===== config.mk =====
export PLATFORM = sky130hd
export DESIGN_NAME = imem_loader
export DESIGN_NICKNAME = d
export VERILOG_FILES = /design/src/rtl/imem_loader_pkg.sv /design/src/rtl/imem_loader_byte_packer.sv /design/src/rtl/imem_loader.sv
export SDC_FILE = /design/constraint.sdc
export NUM_CORES = 1
export LEC_CHECK = 0
export CORE_MARGIN = 2
export CORE_UTILIZATION = 47
export DETAILED_ROUTE_END_ITERATION = 7
export PLACE_DENSITY_LB_ADDON = 0.08
export SETUP_SLACK_MARGIN = 0.1
export SLEW_MARGIN = 20
export SYNTH_ARGS = -nofsm -noshare
export SYNTH_HDL_FRONTEND = slang
export SYNTH_SLANG_ARGS = --single-unit
export TNS_END_PERCENT = 30

===== constraint.sdc =====
create_clock -name clk -period 4.91 [get_ports clk]
set_clock_uncertainty 0.05 [all_clocks]
set_input_delay 0.491 -clock clk [delete_from_list [all_inputs] [get_ports clk]]
set_output_delay 0.491 -clock clk [all_outputs]
set_load 0.05 [all_outputs]

===== src/rtl/imem_loader_pkg.sv =====
// Shared definitions for the instruction-memory loader and the CPU-side memories.
package imem_loader_pkg;

    localparam int unsigned IMEM_ADDR_W    = 16;
    localparam int unsigned IMEM_DATA_W    = 32;
    localparam int unsigned HDR_BYTES      = 2;
    localparam int unsigned BYTES_PER_WORD = 4;

    typedef enum logic [2:0] {
        ST_IDLE,
        ST_LEN,
        ST_DATA,
        ST_DONE,
        ST_ERR
    } state_t;

endpackage


===== src/rtl/imem_loader_byte_packer.sv =====
// Little-endian byte-to-word assembler; word_valid is asserted combinationally on the last byte.
module byte_packer
    import imem_loader_pkg::*;
(
    input  logic                          clk,
    input  logic                          rst_n,
    input  logic                          clear,
    input  logic                          in_valid,
    input  logic [7:0]                    in_data,
    output logic                          word_valid,
    output logic [8*BYTES_PER_WORD-1:0]   word
);

    localparam int unsigned IDX_W = $clog2(BYTES_PER_WORD);

    logic [IDX_W-1:0]                idx;
    logic [8*BYTES_PER_WORD-9:0]     low;
    logic                            last;

    assign last       = (idx == IDX_W'(BYTES_PER_WORD - 1));
    assign word_valid = in_valid && last && !clear;
    assign word       = {in_data, low};

    always_ff @(posedge clk or negedge rst_n) begin
        if (!rst_n) begin
            idx <= '0;
            low <= '0;
        end else if (clear) begin
            idx <= '0;
        end else if (in_valid) begin
            if (!last) begin
                low[8*idx +: 8] <= in_data;
            end
            idx <= idx + IDX_W'(1);
        end
    end

endmodule


===== src/rtl/imem_loader.sv =====
// Boot loader: parses a word-count header, packs bytes into words and writes them to
// instruction memory from address 0, holding the CPU until the image is complete.
module imem_loader
    import imem_loader_pkg::*;
#(
    parameter int unsigned ADDR_W = IMEM_ADDR_W,
    parameter int unsigned DATA_W = IMEM_DATA_W,
    parameter int unsigned DEPTH  = 256
) (
    input  logic              clk,
    input  logic              rst_n,
    input  logic              start,
    input  logic              s_valid,
    input  logic [7:0]        s_data,
    output logic              s_ready,
    output logic              mem_we,
    output logic [ADDR_W-1:0] mem_addr,
    output logic [DATA_W-1:0] mem_wdata,
    output logic              cpu_hold,
    output logic              busy,
    output logic              done,
    output logic              err,
    output logic [ADDR_W-1:0] words_loaded
);

    localparam int unsigned HDR_IDX_W = $clog2(HDR_BYTES);
    localparam logic [16:0] DEPTH_X   = 17'(DEPTH);

    state_t                  state, state_next;
    logic [HDR_IDX_W-1:0]    hdr_idx;
    logic [15:0]             count;
    logic [15:0]             hdr_full;
    logic                    we_q;
    logic                    accept;
    logic                    final_wr;
    logic                    pk_valid;
    logic [8*BYTES_PER_WORD-1:0] pk_word;

    assign accept   = s_valid && s_ready;
    assign hdr_full = {s_data, count[7:0]};
    // The final write cycle still sits in DATA; no further byte belongs to this image.
    assign final_wr = we_q && ((17'(words_loaded) + 17'd1) == {1'b0, count});
    assign mem_we   = we_q && !start;

    byte_packer u_packer (
        .clk        (clk),
        .rst_n      (rst_n),
        .clear      (start),
        .in_valid   ((state == ST_DATA) && accept),
        .in_data    (s_data),
        .word_valid (pk_valid),
        .word       (pk_word)
    );

    always_ff @(posedge clk or negedge rst_n) begin
        if (!rst_n) begin
            state <= ST_IDLE;
        end else begin
            state <= state_next;
        end
    end

    always_comb begin
        state_next = state;
        s_ready    = 1'b0;
        busy       = 1'b0;
        done       = 1'b0;
        err        = 1'b0;
        cpu_hold   = 1'b1;
        unique case (state)
            ST_IDLE: ;
            ST_LEN: begin
                s_ready = 1'b1;
                busy    = 1'b1;
                if (accept && (hdr_idx == HDR_IDX_W'(HDR_BYTES - 1))) begin
                    if (hdr_full == '0) begin
                        state_next = ST_DONE;
                    end else if ({1'b0, hdr_full} > DEPTH_X) begin
                        state_next = ST_ERR;
                    end else begin
                        state_next = ST_DATA;
                    end
                end
            end
            ST_DATA: begin
                s_ready = !final_wr;
                busy    = 1'b1;
                if (final_wr) begin
                    state_next = ST_DONE;
                end
            end
            ST_DONE: begin
                done     = 1'b1;
                cpu_hold = 1'b0;
            end
            ST_ERR: begin
                err = 1'b1;
            end
            default: state_next = ST_IDLE;
        endcase
        if (start) begin
            state_next = ST_LEN;
        end
    end

    always_ff @(posedge clk or negedge rst_n) begin
        if (!rst_n) begin
            hdr_idx      <= '0;
            count        <= '0;
            we_q         <= 1'b0;
            mem_addr     <= '0;
            mem_wdata    <= '0;
            words_loaded <= '0;
        end else if (start) begin
            hdr_idx      <= '0;
            count        <= '0;
            we_q         <= 1'b0;
            words_loaded <= '0;
        end else begin
            we_q <= pk_valid;
            if (pk_valid) begin
                mem_addr  <= words_loaded;
                mem_wdata <= DATA_W'(pk_word);
            end
            if (mem_we) begin
                words_loaded <= words_loaded + ADDR_W'(1);
            end
            if ((state == ST_LEN) && accept) begin
                count[8*hdr_idx +: 8] <= s_data;
                hdr_idx               <= hdr_idx + HDR_IDX_W'(1);
            end
        end
    end

endmodule

==> impl_summary.log, run 1 <==
[metrics] logic depth of the worst register-to-register path: 9
[metrics] cell taking the most area after synthesis: sky130_fd_sc_hd__dfrtp_1
[metrics] share of flip-flops with an asynchronous set or reset: 100.0%
[metrics] top area cells in the synthesized netlist: sky130_fd_sc_hd__dfrtp_1, sky130_fd_sc_hd__mux2i_1, sky130_fd_sc_hd__mux2_4, sky130_fd_sc_hd__mux2_1, sky130_fd_sc_hd__nand2_1
[metrics] Unique masters post-synth: 50
[metrics] clock tree root buffer cell: sky130_fd_sc_hd__clkbuf_16
[metrics] final clock period utilization by the worst path: a little under nine tenths
[metrics] ratio of cells with drive above 1 in the final layout: 10.95%
[metrics] synthesized area per cell: ~11 µm²
[metrics] effective utilization at floorplan: 47.96%
[metrics] worst skew pair latency: between 0.3 and 0.4 ns
[metrics] standard-cell rows: 39
[metrics] final setup TNS: 0 ns
[metrics] Placer Congestion: 0.8458
[metrics] number of nets with antenna violations after routing: 0
[metrics] min Tclk post-route: 4.214 ns
[metrics] number of iterations in the first detailed-routing pass: 4
[metrics] maximum number of pins on one net before global-route repair: 79
[metrics] TritonCTS clock tree: done
[metrics] Slew HR: between 40% and 50%
[metrics] FF+latch count, synth: ~110
[metrics] number of nets produced by synthesis: approximately 500
[metrics] Min-Delay Path Class: in -> async
[metrics] instance count of the mapped netlist: just under 500
[metrics] share of the yosys chip area belonging to registers: between 50% and 60%
[metrics] 1st-iter DRT viols: ~220
[metrics] warnings from Yosys: 0
[metrics] predominant post-synthesis flop cell: sky130_fd_sc_hd__dfrtp_1
[metrics] number of antenna violations at the first check in global routing: 0
[metrics] DRC: 0
[metrics] # Post-CTS Setup Buffers: 0
[metrics] vias in the first global route: about 3700
[metrics] status: finished clean
[metrics] CTS clock-pin slew for the worst setup and hold paths: 0.07 ns
[metrics] actual transition at the worst max-transition pin: just under 0.9 ns
[metrics] area enclosed by the die boundary: between 10000 and 15000 µm²
[metrics] total of buffers placed on input and output ports: 81
[metrics] clock tree sinks: 111
[metrics] leakage dissipation: a little over 3 nW
[metrics] CORE AREA: approximately 11000 µm²
[metrics] Worst Slack Setup Final: around 0.70 ns
[metrics] utilization of the core after routing: about three fifths
[metrics] Max IR drop VDD: between 0.0003 and 0.0004 V
[metrics] H-tree levels: 3
[metrics] most frequent cells in the layout: sky130_fd_sc_hd__dfrtp_1, sky130_fd_sc_hd__clkdlybuf4s50_1, sky130_fd_sc_hd__nand2_1
[metrics] post-synthesis cell area: 5477 µm²
[metrics] antenna diode instance count: 0
[metrics] area growth from synthesis to layout: 21.04%
[metrics] critical register-to-register path startpoint: words_loaded[0]$_DFFE_PN0P_
[metrics] data arrival time at the worst-slack endpoint: 3.67 ns
[metrics] Crit. End Element: output port
[metrics] vertical extent of the die: ~110 µm
[metrics] total power divided by cell area: ~270 nW/µm²
[metrics] internal reg-to-reg setup slack: 1.75 ns
[metrics] # nets final: 570
[metrics] Setup violations, final: 0
[metrics] global-route congestion overflow total: 0
[metrics] most common cell after layout, fill and taps aside: sky130_fd_sc_hd__dfrtp_1
[metrics] Reg-to-Reg End: mem_wdata[25]$_DFFE_PN0P_
[metrics] EDFF count, synth: 0
[metrics] Worst setup SP type: flop
[metrics] overall die width: approximately 110 µm
[metrics] reported max-cap violation count: 0
[metrics] maximum clock rate: about 0.24 GHz
[metrics] area fraction of the dominant cell type after synthesis: 50.72%
[metrics] num ports: a little over 80
[metrics] DP Worst Slack: 1.146 ns
[metrics] Pins Over Slew Limit: 0
[metrics] via total after detailed routing: between 3000 and 4000
[metrics] wire length of the first global-routing pass: about 19000 µm
[metrics] sum of net half-perimeters after detailed placement: ~8000 µm
[metrics] crit path max fanout: 21
[metrics] Data required, critical path: between 4 and 5 ns
[metrics] detail-routed via count per cell: 5.339
[metrics] hold_buf cts: 0
[metrics] maximum buffer depth of the clock tree: 2
[metrics] wire length after detailed routing: 11870 µm
[metrics] wire length per cell: between 15 and 20 µm
[metrics] post-cts gate resize count: 0
[metrics] total count of hold-check failures in the final report: 0
[metrics] total track usage: between 10% and 20%
[metrics] Post-Route Hold Slack: roughly 0.11 ns
[metrics] crit path kind: reg -> out
[metrics] Num CTS Buffers: 9
[metrics] setup repair after global routing missed its margin: false
[Yosys cell counts, types with 9 or more instances]
master                     instances
sky130_fd_sc_hd__mux2_1           20
sky130_fd_sc_hd__nand3_1          10
sky130_fd_sc_hd__dfrtp_1         111
sky130_fd_sc_hd__nor2_1           34
sky130_fd_sc_hd__inv_1            23
sky130_fd_sc_hd__o21ai_0          17
sky130_fd_sc_hd__mux2i_1          36
sky130_fd_sc_hd__nand2_1          41
sky130_fd_sc_hd__mux2_2            9
sky130_fd_sc_hd__a21oi_1          14
sky130_fd_sc_hd__mux2_4           20
sky130_fd_sc_hd__o31ai_1           9
sky130_fd_sc_hd__xor2_1           14
sky130_fd_sc_hd__nand2b_1         10
sky130_fd_sc_hd__xnor2_1          11
[area by class of cell]
type,instances,area (µm²)
well taps,143,178.9
fillers,1010,4790
clock inverters,5,56.30
repair buffers,85,842.1
clock buffers,11,252.7
inverters,24,90.09
multi-input cells,321,2431
flip-flops and latches,111,2778
[report_power, final]
group / total (mW) / internal [mW] / switching [mW] / leakage [nW]
Sequential: 0.935 / 0.924 / 0.0111 / 1.46
Clock: 0.751 / 0.423 / 0.328 / 0.152
Combinational: 0.121 / 0.0438 / 0.0775 / 1.45
[state kept, by name (all words and copies together) (netlist names)]
| name | flops |
|---|---|
| count | 16 |
| hdr_idx | 1 |
| mem_addr | 16 |
| mem_wdata | 32 |
| state | 3 |
| u_packer.idx | 2 |
| u_packer.low | 24 |
| we_q | 1 |
| words_loaded | 16 |
[worst max-delay path by stage]
stage               endpoint  slack, ns  cells past startpoint                   startpoint
CTS                  s_ready       0.74                      9  words_loaded[0]$_DFFE_PN0P_
finish               s_ready       0.70                      9  words_loaded[0]$_DFFE_PN0P_
floorplan            s_ready       1.51                     10  words_loaded[1]$_DFFE_PN0P_
global route         s_ready       0.59                      9  words_loaded[0]$_DFFE_PN0P_
detailed placement   s_ready       1.15                      9  words_loaded[0]$_DFFE_PN0P_
global placement     s_ready       1.27                      9  words_loaded[0]$_DFFE_PN0P_
[worst max-delay path: stages, from the launching register on]
cell and delay [ns]:
sky130_fd_sc_hd__dfrtp_1 0.49, sky130_fd_sc_hd__ha_1 0.30, sky130_fd_sc_hd__and3_1 0.20, sky130_fd_sc_hd__and4_1 0.29
sky130_fd_sc_hd__and3_1 0.22, sky130_fd_sc_hd__a2111oi_2 0.45, sky130_fd_sc_hd__and4_4 0.46, sky130_fd_sc_hd__o21a_1 0.15
sky130_fd_sc_hd__nor2_1 0.04, sky130_fd_sc_hd__clkdlybuf4s50_1 0.71
[stage by stage]
| stage | power (mW) | cell area [µm²] | std cells |
|---|---|---|---|
| 5_1_grt | 1.882 | 6629 | 700 |
| 6_report | 1.807 | 6629 | 700 |
| 3_5_place_dp | 1.075 | 6311 | 684 |
| 3_3_place_gp | 1.073 | 6311 | 684 |
| 4_1_cts | 1.835 | 6620 | 700 |
| 2_1_floorplan | 1.017 | 5477 | 484 |
[per-layer routing]
layer  up-vias  GRT usage [%]  routed length, µm
met2        89          29.94               5395
met4         0          4.390                138
met5         -              0                  0
met1      1815          28.45               5637
met3        12          6.260                701
li1       1821              -                  -
[kinds of logic after synthesis]
kind of cell / after synthesis / share of synthesized area [%]
mux: 85 / 18.03
fa+ha+maj: 6 / 1.371
flops: 111 / 50.72
simple gates: 148 / 14.32
compound gates: 57 / 6.580
buf+inv: 52 / 4.980
xor+xnor: 25 / 3.998
Power figures use the tool's default switching activity.
==> run 2: changes to the inputs <==
--- a/config.mk
+++ b/config.mk
@@ -5,8 +5,10 @@
 export SDC_FILE = /design/constraint.sdc
 export NUM_CORES = 1
 export LEC_CHECK = 0
+export CELL_PAD_IN_SITES_DETAIL_PLACEMENT = 0
+export CELL_PAD_IN_SITES_GLOBAL_PLACEMENT = 1
 export CORE_MARGIN = 2
-export CORE_UTILIZATION = 47
+export CORE_UTILIZATION = 46
 export DETAILED_ROUTE_END_ITERATION = 7
 export PLACE_DENSITY_LB_ADDON = 0.08
 export SETUP_SLACK_MARGIN = 0.1
==> run 2 against run 1 <==
  * Core utilization is 0.43 points lower
  * Cell area rose by 0.11%
  * Sequential share of layout area barely moved
  * Global-route usage up 0.66 points
  * Non-clock buffer count grew 1
  * Critical path type unchanged
  * Power up 0.55%
  * Clock power rose by 0.9%
  * Flip-flop and latch count stayed put
  * Via count is 1.1% higher
  * Clock-buffer cell count down 2
  * The flow now finishes with violations (design-rule violations)
  * Largest cell class unchanged
==> impl_summary.log, run 2 (synthesis results as in run 1) <==
[metrics] worst skew pair latency: 0.36 ns (about the same)
[metrics] most common cell after layout, fill and taps aside: sky130_fd_sc_hd__dfrtp_1
[metrics] most frequent cells in the layout: sky130_fd_sc_hd__dfrtp_1, sky130_fd_sc_hd__clkdlybuf4s50_1, sky130_fd_sc_hd__nand2_1
[metrics] DRC: 6 (+6)
[metrics] CORE AREA: 11520 µm² (+0.85%)
[metrics] area enclosed by the die boundary: 12790 µm² (+2.1%)
[metrics] maximum buffer depth of the clock tree: 2 (unchanged)
[metrics] Worst setup SP type: flop
[metrics] detail-routed via count per cell: 5.389 (+0.95%)
[metrics] sum of net half-perimeters after detailed placement: 8004 µm (+0.14%)
[metrics] vias in the first global route: 3816 (+3.6%)
[metrics] Placer Congestion: 0.8468 (+0.12%)
[metrics] final clock period utilization by the worst path: 85.06% (-0.76 points)
[metrics] leakage dissipation: 3.055 nW (about the same)
[metrics] largest registers: mem_wdata: 32 flops, u_packer.low: 24 flops
[metrics] # nets final: 571 (+0.18%)
[metrics] final setup TNS: 0 ns (unchanged)
[metrics] status: finished with violations
[metrics] clock tree root buffer cell: sky130_fd_sc_hd__clkbuf_16
[metrics] fraction of power consumed by combinational cells: 6.8% (about the same)
[metrics] actual transition at the worst max-transition pin: 0.9614 ns (+0.08594 ns)
[metrics] Sw Pwr: 0.4462 mW (+7.0%)
[metrics] standard-cell rows: 39 (unchanged)
[metrics] antenna diode instance count: 0 (unchanged)
[metrics] Pins Over Slew Limit: 0 (unchanged)
[metrics] Max IR drop VDD: 0.0001894 V (-42%)
[metrics] area after detailed placement: 6311 µm² (unchanged)
[metrics] effective utilization at floorplan: 47.56% (-0.41 points)
[metrics] register containing the most flip-flops in the final layout: mem_wdata
[metrics] wire length of the first global-routing pass: 20370 µm (+4.6%)
[metrics] total power divided by cell area: 273.8 nW/µm² (+0.44%)
[metrics] Num CTS Buffers: 9 (unchanged)
[metrics] wire length per cell: 17.59 µm (+3.7%)
[metrics] violated checks: design-rule violations
[metrics] maximum clock rate: 0.2394 GHz (+0.89%)
[metrics] Crit. End Element: output port
[metrics] H-tree levels: 3 (unchanged)
[metrics] via total after detailed routing: 3778 (+1.1%)
[metrics] clock tree sinks: 111 (unchanged)
[metrics] num ports: 82 (unchanged)
[metrics] total track usage: 20.52% (+0.66 points)
[metrics] number of iterations in the first detailed-routing pass: 6 (+2)
[metrics] overall die width: 113.1 µm (+1.0%)
[metrics] number of antenna violations at the first check in global routing: 0 (unchanged)
[metrics] flip-flop count of the largest register after layout: 32 (unchanged)
[metrics] data arrival time at the worst-slack endpoint: 3.64 ns (-0.03 ns)
[metrics] crit path kind: reg -> out
[metrics] fraction of power spent switching nets: 24.56% (+1.5 points)
[metrics] wire length after detailed routing: 12330 µm (+3.8%)
[metrics] Min-Delay Path Class: in -> async
[metrics] Data required, critical path: 4.37 ns (about the same)
[metrics] Setup violations, final: 0 (unchanged)
[metrics] CTS clock-pin slew for the worst setup and hold paths: 0.08 ns (about the same)
[metrics] # Post-CTS Setup Buffers: 0 (unchanged)
[metrics] Slew HR: 35.76% (-5.7 points)
[metrics] maximum number of pins on one net before global-route repair: 79 (unchanged)
[metrics] setup repair after global routing missed its margin: false
[metrics] reported max-cap violation count: 0 (unchanged)
[metrics] Clk pwr share: 41.7% (about the same)
[metrics] number of nets with antenna violations after routing: 0 (unchanged)
[metrics] Power Internal: 1.371 mW (-1.4%)
[metrics] post-cts gate resize count: 0 (unchanged)
[metrics] min Tclk post-route: 4.177 ns (-0.03728 ns)
[metrics] share of power burned in registers: 51.4% (-0.3 points)
[metrics] total count of hold-check failures in the final report: 0 (unchanged)
[metrics] 1st-iter DRT viols: 249 (+13%)
[metrics] total of buffers placed on input and output ports: 81 (unchanged)
[metrics] cell area after layout: 6636 µm² (+0.11%)
[metrics] area growth from synthesis to layout: 21.18%
[metrics] crit path max fanout: 21 (unchanged)
[metrics] ratio of cells with drive above 1 in the final layout: 10.93% (-0.020 points)
[metrics] TritonCTS clock tree: done
[metrics] Filler cells: 991 (-1.9%)
[metrics] vertical extent of the die: 113.1 µm (+1.0%)
[metrics] global-route congestion overflow total: 0 (unchanged)
[metrics] hold_buf cts: 0 (unchanged)
[run 2: changes by cell type in the layout (fill, tap and decap cells not counted), sizes merged]
cell,delta
inv,+3
clkinv,-2
buf,+1
clkinvlp,+1
clkbuf,-2
[run 2: power groups by stage]
stage	combinational [mW]	clock [mW]	sequential [mW]
final	0.124	0.758	0.934
after global routing	0.138	0.816	0.936
after CTS	0.124	0.776	0.934
after detailed placement	0.123	0	0.953
after global placement	0.120	0	0.953
after floorplan	0.0678	0	0.949
[run 2: metrics by stage]
stage          total power [mW]  util [%]  hold slack, ns  instances  setup WS, ns
2_1_floorplan             1.017         -          0.1454        484         1.505
3_3_place_gp              1.073     54.80          0.4230        684         1.295
3_5_place_dp              1.076     54.80          0.4300        684         1.175
4_1_cts                   1.834     57.45          0.2838        700        0.7612
5_1_grt                   1.890     57.63         0.09309        701        0.5153
6_report                  1.817     57.63         0.04700        701        0.7334
[run 2: final timing paths]
path                                             start                           to  slack (ns)  cells after the start
max in group asynchronous                        rst_n         count[9]$_DFFE_PN0P_        3.67                      3
setup / recovery           words_loaded[0]$_DFFE_PN0P_                      s_ready        0.73                      9
hold / removal                                   rst_n  u_packer.low[6]$_DFFE_PN0P_        0.05                      1
min in group clk              mem_addr[13]$_DFFE_PN0P_     mem_addr[13]$_DFFE_PN0P_        0.45                      1
hold reg to reg               mem_addr[13]$_DFFE_PN0P_     mem_addr[13]$_DFFE_PN0P_        0.45                      1
setup reg to reg           words_loaded[0]$_DFFE_PN0P_      mem_addr[7]$_DFFE_PN0P_        1.76                      9
[run 2: cell type report]
type                    instances  area, µm²  area share [%]
repair buffers                 86      858.3           12.93
flip-flops and latches        111       2778           41.86
clock buffers                   9      225.2           3.394
inverters                      24      90.09           1.357
well taps                     143      178.9           2.696
multi-input cells             321       2426           36.56
clock inverters                 7      80.08           1.207
[run 2: layer usage]
metal | part of all wire [%] | global-route usage (%)
met1 | 50 | 30.32
met2 | 44 | 29.86
met5 | 0 | 0
met3 | 4.0 | 4.231
met4 | 1.7 | 7.724
[run 2: critical path, cell delays in order, from the launching register on]
cell	delay, ns
sky130_fd_sc_hd__dfrtp_1	0.51
sky130_fd_sc_hd__ha_1	0.29
sky130_fd_sc_hd__and3_1	0.22
sky130_fd_sc_hd__and4_1	0.36
sky130_fd_sc_hd__a31oi_1	0.12
sky130_fd_sc_hd__nor4_1	0.41
sky130_fd_sc_hd__and4_4	0.47
sky130_fd_sc_hd__o21a_1	0.15
sky130_fd_sc_hd__nor2_1	0.04
sky130_fd_sc_hd__clkdlybuf4s50_1	0.70
==> run 3: changes to the inputs <==
--- a/config.mk
+++ b/config.mk
@@ -5,10 +5,10 @@
 export SDC_FILE = /design/constraint.sdc
 export NUM_CORES = 1
 export LEC_CHECK = 0
-export CELL_PAD_IN_SITES_DETAIL_PLACEMENT = 0
-export CELL_PAD_IN_SITES_GLOBAL_PLACEMENT = 1
+export CELL_PAD_IN_SITES_DETAIL_PLACEMENT = 1
+export CELL_PAD_IN_SITES_GLOBAL_PLACEMENT = 2
 export CORE_MARGIN = 2
-export CORE_UTILIZATION = 46
+export CORE_UTILIZATION = 38
 export DETAILED_ROUTE_END_ITERATION = 7
 export PLACE_DENSITY_LB_ADDON = 0.08
 export SETUP_SLACK_MARGIN = 0.1
==> run 3 against run 2 <==
  * The flow now finishes without violations
  * Largest cell class unchanged
  * Largest power group unchanged
  * Core utilization down 9.9 points
  * Wire length rose by 12%
  * Sequential share of layout area decreased by 0.29 points
==> impl_summary.log, run 3 (synthesis results as in run 1) <==
[metrics] status: finished clean
[metrics] maximum number of pins on one net before global-route repair: 82 (+3.8%)
[metrics] largest registers: mem_wdata: 32 flops, u_packer.low: 24 flops
[metrics] cells traversed along the worst timing path: ha_1 > and3_1 > and4_1 > a31oi_1 > nor4_1 > and4_4 > o21a_1 > nor2_1 > clkdlybuf4s50_1
[metrics] Slew HR: 27.52% (-8.2 points)
[metrics] utilization of the core after routing: 47.77% (-9.9 points)
[metrics] CORE AREA: 13990 µm² (+21%)
[metrics] Setup violations, final: 0 (unchanged)
[metrics] detail-routed via count per cell: 5.259 (-2.4%)
[metrics] vertical extent of the die: 124.1 µm (+9.7%)
[metrics] CTS clock-pin slew for the worst setup and hold paths: 0.07 ns (about the same)
[metrics] Power Internal: 1.413 mW (+3.1%)
[metrics] min Tclk post-route: 4.168 ns (-0.008370 ns)
[metrics] final cell count without fillers: 738 (+5.3%)
[metrics] number of antenna violations at the first check in global routing: 0 (unchanged)
[metrics] Sw Pwr: 0.4269 mW (-4.3%)
[metrics] logic depth of the worst register-to-register path: 10 (+1)
[metrics] slowest stage cell, crit path: sky130_fd_sc_hd__clkdlybuf4s50_1
[metrics] timing endpoint of the critical path: s_ready
[metrics] Filler cells: 1498 (+51%)
[metrics] Clk pwr share: 42.4% (+0.7 points)
[metrics] overall die width: 124.1 µm (+9.7%)
[metrics] crit path kind: reg -> out
[metrics] effective utilization at floorplan: 39.15% (-8.4 points)
[metrics] internal reg-to-reg setup slack: 1.52 ns (-0.24 ns)
[metrics] Min-Delay Path Class: in -> async
[metrics] standard-cell rows: 43 (+10%)
[metrics] Crit path max-delay family: simple AND/OR/NAND/NOR gates
[metrics] most common cell after layout, fill and taps aside: sky130_fd_sc_hd__dfrtp_1
[metrics] CP peak stage delay: 0.71 ns (about the same)
[metrics] leakage dissipation: 3.056 nW (about the same)
[metrics] Data required, critical path: 4.37 ns (about the same)
[metrics] hold_buf cts: 0 (unchanged)
[metrics] setup repair after global routing missed its margin: false
[metrics] reported max-cap violation count: 0 (unchanged)
[metrics] worst skew pair latency: 0.36 ns (about the same)
[metrics] crit path max fanout: 21 (unchanged)
[metrics] fraction of power spent switching nets: 23.20% (-1.4 points)
[metrics] ratio of cells with drive above 1 in the final layout: 10.75% (-0.18 points)
[metrics] most frequent cells in the layout: sky130_fd_sc_hd__dfrtp_1, sky130_fd_sc_hd__clkdlybuf4s50_1, sky130_fd_sc_hd__nand2_1
[metrics] # nets final: 571 (unchanged)
[metrics] area enclosed by the die boundary: 15390 µm² (+20%)
[metrics] maximum clock rate: 0.2399 GHz (+0.20%)
[metrics] share of power burned in registers: 50.9% (-0.5 points)
[metrics] number of iterations in the first detailed-routing pass: 4 (-2)
[metrics] Reg-to-Reg End: mem_wdata[7]$_DFFE_PN0P_
[metrics] Pins Over Slew Limit: 0 (unchanged)
[metrics] Worst setup SP type: flop
[metrics] area growth from synthesis to layout: 22.02%
[metrics] 1st-iter DRT viols: 129 (-48%)
[metrics] sum of net half-perimeters after detailed placement: 9351 µm (+17%)
[metrics] number of nets with antenna violations after routing: 0 (unchanged)
[metrics] H-tree levels: 3 (unchanged)
[metrics] via total after detailed routing: 3881 (+2.7%)
[metrics] instance count on the critical path: 9 (unchanged)
[metrics] total instance count after detailed placement: 722 (+5.6%)
[metrics] antenna diode instance count: 0 (unchanged)
[metrics] clock tree sinks: 111 (unchanged)
[metrics] crit path buf inv count: 1 (unchanged)
[metrics] final setup TNS: 0 ns (unchanged)
[metrics] register containing the most flip-flops in the final layout: mem_wdata
[metrics] vias in the first global route: 4131 (+8.3%)
[metrics] flip-flop count of the largest register after layout: 32 (unchanged)
[metrics] num ports: 82 (unchanged)
[metrics] post-cts gate resize count: 0 (unchanged)
[metrics] data arrival time at the worst-slack endpoint: 3.63 ns (about the same)
[metrics] maximum buffer depth of the clock tree: 2 (unchanged)
[metrics] critical register-to-register path startpoint: words_loaded[0]$_DFFE_PN0P_
[metrics] Crit. End Element: output port
[metrics] wire length of the first global-routing pass: 22360 µm (+9.8%)
[metrics] clock tree root buffer cell: sky130_fd_sc_hd__clkbuf_16
[metrics] total track usage: 19.16% (-1.4 points)
[metrics] actual transition at the worst max-transition pin: 1.085 ns (+0.1235 ns)
[metrics] TritonCTS clock tree: done
[metrics] total of buffers placed on input and output ports: 81 (unchanged)
[metrics] Max IR drop VDD: 0.0001664 V (-12%)
[metrics] wire length per cell: 18.73 µm (+6.5%)
[metrics] # Post-CTS Setup Buffers: 0 (unchanged)
[metrics] fraction of power consumed by combinational cells: 6.7% (about the same)
[metrics] source of the critical timing path: words_loaded[0]$_DFFE_PN0P_
[metrics] global-route congestion overflow total: 0 (unchanged)
[metrics] wire length after detailed routing: 13830 µm (+12%)
[metrics] Placer Congestion: 0.7989 (-5.7%)
[metrics] total power divided by cell area: 275.3 nW/µm² (+0.57%)
[metrics] Num CTS Buffers: 9 (unchanged)
[metrics] total count of hold-check failures in the final report: 0 (unchanged)
[metrics] DRC: 0 (-6)
[metrics] final clock period utilization by the worst path: 84.89% (-0.17 points)
-- run 3: changes by cell type in the layout (fill, tap and decap cells not counted), sizes merged --
cell    change
bufinv      +1
clkbuf      +1
clkinv      +1
inv         -3
-- run 3: how the worst min path moves through the flow --
stage                                            to                 startpoint  cells past startpoint
after floorplan                count[0]$_DFFE_PN0P_                      rst_n                      0
after global placement     mem_addr[13]$_DFFE_PN0P_   mem_addr[13]$_DFFE_PN0P_                      1
after detailed placement  mem_wdata[29]$_DFFE_PN0P_  mem_wdata[29]$_DFFE_PN0P_                      1
after CTS                      count[7]$_DFFE_PN0P_                      rst_n                      1
after global routing       mem_wdata[6]$_DFFE_PN0P_                      rst_n                      1
final                      mem_wdata[6]$_DFFE_PN0P_                      rst_n                      1
-- run 3: cell type report --
cell class / instances / area [µm²] / share of cell area, %
timing repair buffer: 86 / 849.6 / 12.71
clock buffer: 10 / 229.0 / 3.426
tap: 180 / 225.2 / 3.370
sequential: 111 / 2778 / 41.57
inverter: 24 / 90.09 / 1.348
multi-input combinational: 321 / 2426 / 36.30
clock inverter: 6 / 85.08 / 1.273
-- run 3: layer usage --
layer	GRT usage (%)	share of wire, %	up-vias
met1	26.99	49	1982
met5	0	0	-
li1	-	-	1820
met4	3.792	0.79	0
met2	30.19	46	71
met3	4.670	4.1	8
-- run 3: metrics by stage --
| step | hold slack, ns | setup WS, ns | power [mW] | area, µm² |
|---|---|---|---|---|
| after floorplan | 0.1454 | 1.505 | 1.017 | 5477 |
| after global placement | 0.4232 | 1.281 | 1.076 | 6365 |
| after detailed placement | 0.4299 | 1.192 | 1.078 | 6365 |
| after CTS | 0.3172 | 0.7481 | 1.870 | 6679 |
| after global routing | 0.1942 | 0.4989 | 1.921 | 6683 |
| final | 0.1468 | 0.7418 | 1.840 | 6683 |
-- run 3: power by group through the flow --
stage	Clock (mW)	Sequential, mW	Combinational, mW
global placement	0	0.954	0.122
CTS	0.809	0.936	0.125
floorplan	0	0.949	0.0678
finish	0.780	0.936	0.124
detailed placement	0	0.954	0.124
global route	0.846	0.937	0.137
